$ cat src/rtl/bloom_port_arbiter_pkg.sv
// Shared definitions for the Bloom filter bit-array port arbiter:
// source encodings and the output-register state encoding.
package bloom_arb_defs;

    localparam logic SRC_A = 1'b1;
    localparam logic SRC_B = 1'b0;

    typedef enum logic {
        ST_EMPTY = 1'b0,
        ST_FULL  = 1'b1
    } out_state_e;

endpackage

$ cat src/rtl/bloom_port_arbiter_if.sv
// Handshake bundle between the hash stages, the arbiter and the bit-array controller.
// master = requesters plus downstream (the surrounding logic), slave = the arbiter.
interface bloom_port_arbiter_if #(
    parameter int N = 32
);
    logic         a_valid;
    logic [N-1:0] a_data;
    logic         a_ready;
    logic         b_valid;
    logic [N-1:0] b_data;
    logic         b_ready;
    logic         out_valid;
    logic [N-1:0] out_data;
    logic         out_src;
    logic         out_ready;

    modport master (
        output a_valid, a_data, b_valid, b_data, out_ready,
        input  a_ready, b_ready, out_valid, out_data, out_src
    );

    modport slave (
        input  a_valid, a_data, b_valid, b_data, out_ready,
        output a_ready, b_ready, out_valid, out_data, out_src
    );
endinterface

$ cat src/rtl/mux_n.sv
// Generic two-input N-bit mux shared across the Bloom filter datapath (sel = 1 picks a).
module mux_n #(
    parameter int n = 32
) (
    input  logic         sel,
    input  logic [n-1:0] a,
    input  logic [n-1:0] b,
    output logic [n-1:0] y
);
    assign y = sel ? a : b;
endmodule

$ cat src/rtl/bloom_port_arbiter.sv
// Round-robin arbiter sharing the bit-array port between insert (A) and query (B).
// Optional per-requester wait counters are enabled with BLOOM_ARB_WAIT_CNT_EN.
module bloom_port_arbiter
    import bloom_arb_defs::*;
#(
    parameter int N     = 32,
    parameter int CNT_W = 8
) (
    input  logic clk,
    input  logic rst_n,
    bloom_port_arbiter_if.slave bus
`ifdef BLOOM_ARB_WAIT_CNT_EN
    ,
    output logic [CNT_W-1:0] a_wait_cnt,
    output logic [CNT_W-1:0] b_wait_cnt
`endif
);

    if (CNT_W < 1) begin : g_bad_cnt_w
        $error("CNT_W must be at least 1");
    end

    out_state_e   r_state;
    logic         r_last_grant;
    logic [N-1:0] r_out_data;
    logic         r_out_src;

    logic         w_grant_a;
    logic         w_grant_b;
    logic         w_can_accept;
    logic         w_accept;
    logic         w_drain;
    logic [N-1:0] w_mux_y;

    assign w_grant_a = bus.a_valid & (~bus.b_valid | (r_last_grant == SRC_B));
    assign w_grant_b = bus.b_valid & ~w_grant_a;

    // Gating with rst_n keeps any handshake from completing while reset is held.
    assign w_can_accept = rst_n & ((r_state == ST_EMPTY) | bus.out_ready);
    assign w_accept     = w_can_accept & (w_grant_a | w_grant_b);
    assign w_drain      = (r_state == ST_FULL) & bus.out_ready;

    assign bus.a_ready   = w_can_accept & w_grant_a;
    assign bus.b_ready   = w_can_accept & w_grant_b;
    assign bus.out_valid = (r_state == ST_FULL);
    assign bus.out_data  = r_out_data;
    assign bus.out_src   = r_out_src;

    mux_n #(.n(N)) u_mux (
        .sel (w_grant_a),
        .a   (bus.a_data),
        .b   (bus.b_data),
        .y   (w_mux_y)
    );

    always_ff @(posedge clk or negedge rst_n) begin
        if (!rst_n) begin
            r_state      <= ST_EMPTY;
            r_out_data   <= '0;
            r_out_src    <= SRC_B;
            r_last_grant <= SRC_B;
        end else begin
            if (w_accept) begin
                r_state      <= ST_FULL;
                r_out_data   <= w_mux_y;
                r_out_src    <= w_grant_a ? SRC_A : SRC_B;
                r_last_grant <= w_grant_a ? SRC_A : SRC_B;
            end else if (w_drain) begin
                r_state <= ST_EMPTY;
            end
        end
    end

`ifdef BLOOM_ARB_WAIT_CNT_EN
    logic [CNT_W-1:0] r_a_wait;
    logic [CNT_W-1:0] r_b_wait;

    always_ff @(posedge clk or negedge rst_n) begin
        if (!rst_n) begin
            r_a_wait <= '0;
            r_b_wait <= '0;
        end else begin
            if (bus.a_valid & bus.a_ready) begin
                r_a_wait <= '0;
            end else if (bus.a_valid && (r_a_wait != {CNT_W{1'b1}})) begin
                r_a_wait <= r_a_wait + 1'b1;
            end
            if (bus.b_valid & bus.b_ready) begin
                r_b_wait <= '0;
            end else if (bus.b_valid && (r_b_wait != {CNT_W{1'b1}})) begin
                r_b_wait <= r_b_wait + 1'b1;
            end
        end
    end

    assign a_wait_cnt = r_a_wait;
    assign b_wait_cnt = r_b_wait;
`endif

endmodule

$ cat src/flat_wrapper.sv
// flat-port wrapper written by rule: the top's interface ports become plain ports
module bloom_port_arbiter_flat import bloom_arb_defs::*;
#(
    parameter int N     = 32,
    parameter int CNT_W = 8
)
  (clk, rst_n, bus_a_valid, bus_a_data, bus_b_valid, bus_b_data, bus_out_ready, bus_a_ready, bus_b_ready, bus_out_valid, bus_out_data, bus_out_src);
  bloom_port_arbiter_if #(.N(N)) bus_i ();
  input  logic clk;
  input  logic rst_n;
  input wire logic [$bits(bus_i.a_valid)-1:0] bus_a_valid;
  input wire logic [$bits(bus_i.a_data)-1:0] bus_a_data;
  input wire logic [$bits(bus_i.b_valid)-1:0] bus_b_valid;
  input wire logic [$bits(bus_i.b_data)-1:0] bus_b_data;
  input wire logic [$bits(bus_i.out_ready)-1:0] bus_out_ready;
  output wire logic [$bits(bus_i.a_ready)-1:0] bus_a_ready;
  output wire logic [$bits(bus_i.b_ready)-1:0] bus_b_ready;
  output wire logic [$bits(bus_i.out_valid)-1:0] bus_out_valid;
  output wire logic [$bits(bus_i.out_data)-1:0] bus_out_data;
  output wire logic [$bits(bus_i.out_src)-1:0] bus_out_src;
  assign bus_i.a_valid = bus_a_valid;
  assign bus_i.a_data = bus_a_data;
  assign bus_i.b_valid = bus_b_valid;
  assign bus_i.b_data = bus_b_data;
  assign bus_i.out_ready = bus_out_ready;
  assign bus_a_ready = bus_i.a_ready;
  assign bus_b_ready = bus_i.b_ready;
  assign bus_out_valid = bus_i.out_valid;
  assign bus_out_data = bus_i.out_data;
  assign bus_out_src = bus_i.out_src;
  bloom_port_arbiter #(.N(N), .CNT_W(CNT_W)) u_core (.clk(clk), .rst_n(rst_n), .bus(bus_i));
endmodule
$ cat config.mk
export PLATFORM = sky130hd
export DESIGN_NAME = bloom_port_arbiter_flat
export DESIGN_NICKNAME = d
export VERILOG_FILES = /design/src/rtl/bloom_port_arbiter_pkg.sv /design/src/rtl/bloom_port_arbiter_if.sv /design/src/rtl/mux_n.sv /design/src/rtl/bloom_port_arbiter.sv /design/src/flat_wrapper.sv
export SDC_FILE = /design/constraint.sdc
export NUM_CORES = 1
export LEC_CHECK = 0
export ABC_CLOCK_PERIOD_IN_PS = 4200
export CELL_PAD_IN_SITES_DETAIL_PLACEMENT = 1
export CELL_PAD_IN_SITES_GLOBAL_PLACEMENT = 1
export CORE_MARGIN = 8
export CORE_UTILIZATION = 32
export DETAILED_ROUTE_END_ITERATION = 16
export PLACE_DENSITY = 0.87
export SYNTH_ARGS = -nofsm -noshare
export SYNTH_HDL_FRONTEND = slang
export SYNTH_HIERARCHICAL = 1
export SYNTH_SLANG_ARGS = --single-unit
$ cat constraint.sdc
create_clock -name clk -period 4.2 [get_ports clk]
set_input_delay 0.63 -clock clk [delete_from_list [all_inputs] [get_ports clk]]
set_output_delay 0.63 -clock clk [all_outputs]
set_load 0.01 [all_outputs]
# --- After elaboration in Yosys (flattened, before gate mapping) ---
# Index checks and enable logic that the tools add are counted.
word_totals:
  out_inout_bits: 36
  register_bits: 34
  in_bits: 69
  elab_cells: 22
op_classes:
  mux: 4
  reduce_logical: 1
  bitwise_logic: 14
op_table:
  columns: ["op", "n"]
  rows:
  - ["32-bit 2-to-1 mux", 1]
  - ["1-bit AND", 7]
  - ["1-bit inverter", 4]
  - ["1-bit 2-to-1 mux", 3]
  - ["1-bit bitwise OR", 3]
  - ["2-bit nonzero test", 1]

# --- Logic depth before layout (Yosys ltp) ---
logic_depth:
  ltp_word: 8
  ltp_mapped: 5

# --- Hierarchy ---
# Netlist, hierarchy kept.
by_module_without_submodules:
  columns: ["mod", "instances", "area_per_inst_um2", "cells_each"]
  rows:
  - ["bloom_port_arbiter", 1, 1321.3, 78]
  - ["mux_n", 1, 544.3, 36]

# --- Worst setup path before layout ---
# OpenSTA, ideal clock, no wires.
synth_timing:
  kind: "input to register"
  from: "input port bus_a_valid"
  to: "register u_core.r_out_data[16], in the netlist u_core/bus.out_data[16]"
  arrival_time_ps: 1776
  required_ps: 4075
  slack_ps: 2299
  path_stages: 5
  n_path_buf: 2
  setup_ps: 125
  path_cell_list: "a21boi_0 -> buf_6 -> buf_12 -> mux2_4 -> mux2_2"
synth_via:
  word_cells_on_any_way: 6
  classes_between: "mux (1); bitwise (5)"
synth_lines:
  columns: ["item", "line_no", "rtl"]
  rows:
  - ["from (decl)", "flat_wrapper.sv:11", "input wire logic [$bits(bus_i.a_valid)-1:0] bus_a_valid;"]
  - ["1-bit AND", "bloom_port_arbiter.sv:35", "assign w_grant_a = bus.a_valid & (~bus.b_valid | (r_last_grant == SRC_B));"]
  - ["32-bit 2-to-1 mux", "mux_n.sv:10", "assign y = sel ? a : b;"]
  - ["named net u_core.w_mux_y[16]", "bloom_port_arbiter.sv:33", "logic [N-1:0] w_mux_y;"]
  - ["to (signal assigned)", "bloom_port_arbiter.sv:65", "r_out_data <= w_mux_y;"]
  - ["to (decl)", "bloom_port_arbiter.sv:25", "logic [N-1:0] r_out_data;"]
# The timed path passes the listed nets, and every way through them passes these cells.
# A chain may end at the register's enable or synchronous reset.

# --- Worst setup path in the final report ---
layout_timing:
  from: "input port bus_a_valid"
  to: "output port bus_a_ready"
layout_via:
  elab_chain_len: 2
layout_lines:
  columns: ["item", "line_no", "rtl"]
  rows:
  - ["1-bit AND", "bloom_port_arbiter.sv:35", null]
  - ["named net u_core.w_grant_a", "bloom_port_arbiter.sv:28", "logic w_grant_a;"]
  - ["1-bit AND", "bloom_port_arbiter.sv:43", "assign bus.a_ready = w_can_accept & w_grant_a;"]
  - ["to (decl)", "flat_wrapper.sv:16", "output wire logic [$bits(bus_i.a_ready)-1:0] bus_a_ready;"]
# The timed path passes the listed nets, and every way through them passes these cells.

==> qor.log <==
INFO  cts            clock_path_buffers=2
INFO  layout         num_antenna_cells=0
INFO  floorplanning  starting_density_of_the_core=32.3%
INFO  layout         layout.cells.most_common=clkdlybuf4s50_1
INFO  timing         finalSetupViolations=0
INFO  run_status     status=finished, final reports clean
INFO  cts            clkLatencyLatePin=0.28ns
INFO  drt            detail-route-antenna-nets=0
INFO  floorplanning  floorplan.core_area=5780um2
INFO  place          place_hpwl=4.29mm
INFO  timing         rsz0062_at_grt=false
INFO  critical_path  wp_data_required=3.57ns
INFO  place          gpl.final_weighted_congestion=0.761
INFO  logic_synthesis synth_nets=183
INFO  pwr            power.density_cell_area=382nW/um2
INFO  cts            hold_buffer_count_at_cts=0
INFO  logic_synthesis synth_sequential_area_ratio=45.6%
INFO  place          placed_cell_area=2920um2
INFO  critical_path  critical_setup_path_class=primary input to output pin
INFO  floorplanning  top_level_ports=105
INFO  timing         max_freq=0.325GHz
INFO  layout         area.growth.synth_to_final=61.2%
INFO  layout         most-common-layout-cells=clkdlybuf4s50_1, mux2_2, dfrtp_1, mux2_4, clkbuf_8
INFO  logic_synthesis post_synth_xor_xnor_area=0%
INFO  place          port_buffers=104
INFO  drt            detail_route.first_pass.iterations=3
INFO  pwr            power.share.combinational=40.6%
INFO  timing         finalCritPeriodShare=73.3%
INFO  timing         final.setup.worst_slack=1.12ns
INFO  layout         final_area=3010um2
INFO  logic_synthesis synthesized_area_fraction_occupied_by_ao_oa_aoi_and_oai_cells=2.35%
INFO  floorplanning  die_y=92.4um
INFO  layout         layout-drive-gt1-share=35.0%
INFO  floorplanning  rows=28
INFO  place          preCtsSetupSlack=1.10ns
INFO  logic_synthesis synth_top_cells_by_area=dfrtp_1, mux2_4, mux2_2
INFO  drt            num_vias=1367
INFO  drt            drt_first_iter_violations=40
INFO  critical_path  timing.critical_path.arrival=2.45ns
INFO  pwr            power.switching=309uW
INFO  global_routing grt_max_degree=34
INFO  layout         ff_latch_area=851um2
INFO  drt            drc=0
INFO  global_routing grt_antenna_before_repair=0
INFO  drt            wl_per_cell=18.2um
INFO  drt            viasPerCell=4.63
INFO  timing         post_route_setup_tns=0ns
INFO  logic_synthesis synthDistinctLibCells=14
INFO  global_routing first_global_vias=1550
INFO  logic_synthesis syn-mean-instance-area=16.4um2
INFO  timing         worstMarginPinSlew=1.11ns
INFO  cts            postCtsSetupBuffers=0
INFO  layout         layout.core_utilization=52.0%
INFO  cts            cts_num_sinks=34
INFO  logic_synthesis synth-warning-count=6
INFO  logic_synthesis combinational_family_with_the_most_area_after_synthesis=multiplexers
INFO  global_routing globalRouteOverflowTotal=0
INFO  critical_path  end_kind=output pin
INFO  pwr            leakagePower=0.00127uW
INFO  logic_synthesis syn-instance-count=114
INFO  cts            cts_root_buffer=clkbuf_8
INFO  job            maxCapViolCount=0
INFO  cts            tritoncts=done
INFO  pwr            vdd_drop_max=0.154mV
INFO  pwr            seqPwrFrac=38.8%
INFO  global_routing first_pass_grt_wire_length=8.49mm
INFO  logic_synthesis cell_type_with_the_highest_aggregate_area_in_the_netlist=dfrtp_1
INFO  timing         timing.final.hold_violations=0
INFO  global_routing grt_use_total=12.7%
INFO  cts            cts.htree.levels=2
INFO  cts            worst_setup_hold_path_clk_slew=0.07ns
INFO  floorplanning  area_of_the_die=8530um2
INFO  hold_path      worst_hold_path_type=primary input to asynchronous set/reset pin
INFO  pwr            intPower=838uW
INFO  cts            cts.repair.resized=0
INFO  logic_synthesis synth-adder-area-share=0%
INFO  pwr            power.clock.fraction=20.6%
INFO  logic_synthesis synth_simple_gate_area_share=1.74%
INFO  timing         finalCriticalPeriod=3.08ns
INFO  layout         design.final.nets=290
INFO  layout         fillers=612
INFO  timing         finalClockSkew=0.00435ns
INFO  timing         hold-worst-slack=0.276ns
INFO  critical_path  setup.worst_path.start_class=primary input
INFO  logic_synthesis synth-seq-cells=34
INFO  logic_synthesis netlist_area=1870um2
INFO  timing         max-slew-margin-rel=25.6%
INFO  cts            total_clock_buffers_created_by_cts=5
INFO  layout         multi_input_area=921um2
INFO  logic_synthesis muxShareOfSynthArea=44.7%
INFO  logic_synthesis synth.top_cell.area_share=45.6%
INFO  timing         report.final.slew_viol_count=0
INFO  floorplanning  die_x=92.4um
INFO  pwr            p_sw_share=27.0%
INFO  drt            wirelength=5.38mm
INFO  critical_path  timing.critical_path.fanout_max=16
==> registers in the layout, indices dropped and copies added, names as in the netlist <==
| signal | count |
|---|---|
| u_core/r_last_grant | 1 |
| u_core/bus.out_valid | 1 |
| u_core/bus.out_data | 32 |
==> routing by layer <==
metal	global-route usage, %	up-vias	wire length [um]
met2	20.3	60	2670
met1	15.6	676	2190
met3	4.05	6	453
li1	-	625	-
met5	0	-	0
met4	4.43	0	62
==> final timing paths <==
check,start,depth (start not counted),endpoint,slack (ns)
max in group asynchronous,rst_n,2,u_core/bus.out_data[20],3.28
hold / removal,rst_n,1,u_core/bus.out_valid,0.28
min in group clk,u_core/bus.out_data[25],1,u_core/bus.out_data[25],0.51
hold reg to reg,u_core/bus.out_data[25],1,u_core/bus.out_data[25],0.51
setup / recovery,bus_a_valid,5,bus_a_ready,1.12
setup reg to reg,u_core/r_last_grant,4,u_core/bus.out_data[29],2.50
==> power by group through the flow <==
| stage | Clock (uW) | Sequential (uW) | Combinational [uW] |
|---|---|---|---|
| 2_1_floorplan | 0 | 484 | 184 |
| 3_3_place_gp | 0 | 445 | 465 |
| 3_5_place_dp | 0 | 450 | 475 |
| 4_1_cts | 248 | 445 | 476 |
| 5_1_grt | 257 | 455 | 499 |
| 6_report | 237 | 445 | 466 |
==> worst max-delay path, cell delays in order <==
cell and delay (ns):
clkdlybuf4s50_1 0.57, a21boi_4 0.21, buf_4 0.30, and3_1 0.20
clkdlybuf4s50_1 0.53
==> logic make-up (layout without fill, tap and decap cells) <==
group                  Yosys count  after routing
multiplexers                    64             64
flip-flops                      34             34
buffers and inverters            7            113
AND/OR/NAND/NOR                  5              5
AO/OA/AOI/OAI                    4              4
==> synth_stat cells <==
cell / number
buf_6: 4
a41oi_1: 1
a31oi_1: 1
o211ai_4: 1
nand2_1: 1
nand2b_4: 1
mux2_4: 30
dfrtp_1: 34
nor2_1: 1
a21boi_0: 1
and3_1: 1
mux2_2: 34
nand3_1: 1
buf_12: 3
==> per-stage QoR <==
| stage | total power (uW) | std cells |
|---|---|---|
| after floorplan | 668 | 114 |
| after global placement | 911 | 289 |
| after detailed placement | 925 | 289 |
| after CTS | 1170 | 295 |
| after global routing | 1210 | 295 |
| final | 1150 | 295 |
==> area by class of cell <==
| type | instances | share of cell area, % |
|---|---|---|
| Multi-Input combinational cell | 73 | 30.6 |
| Tap cell | 75 | 3.12 |
| Sequential cell | 34 | 28.3 |
| Clock buffer | 6 | 2.75 |
| Timing Repair Buffer | 107 | 35.2 |
Power figures use the tool's default switching activity.
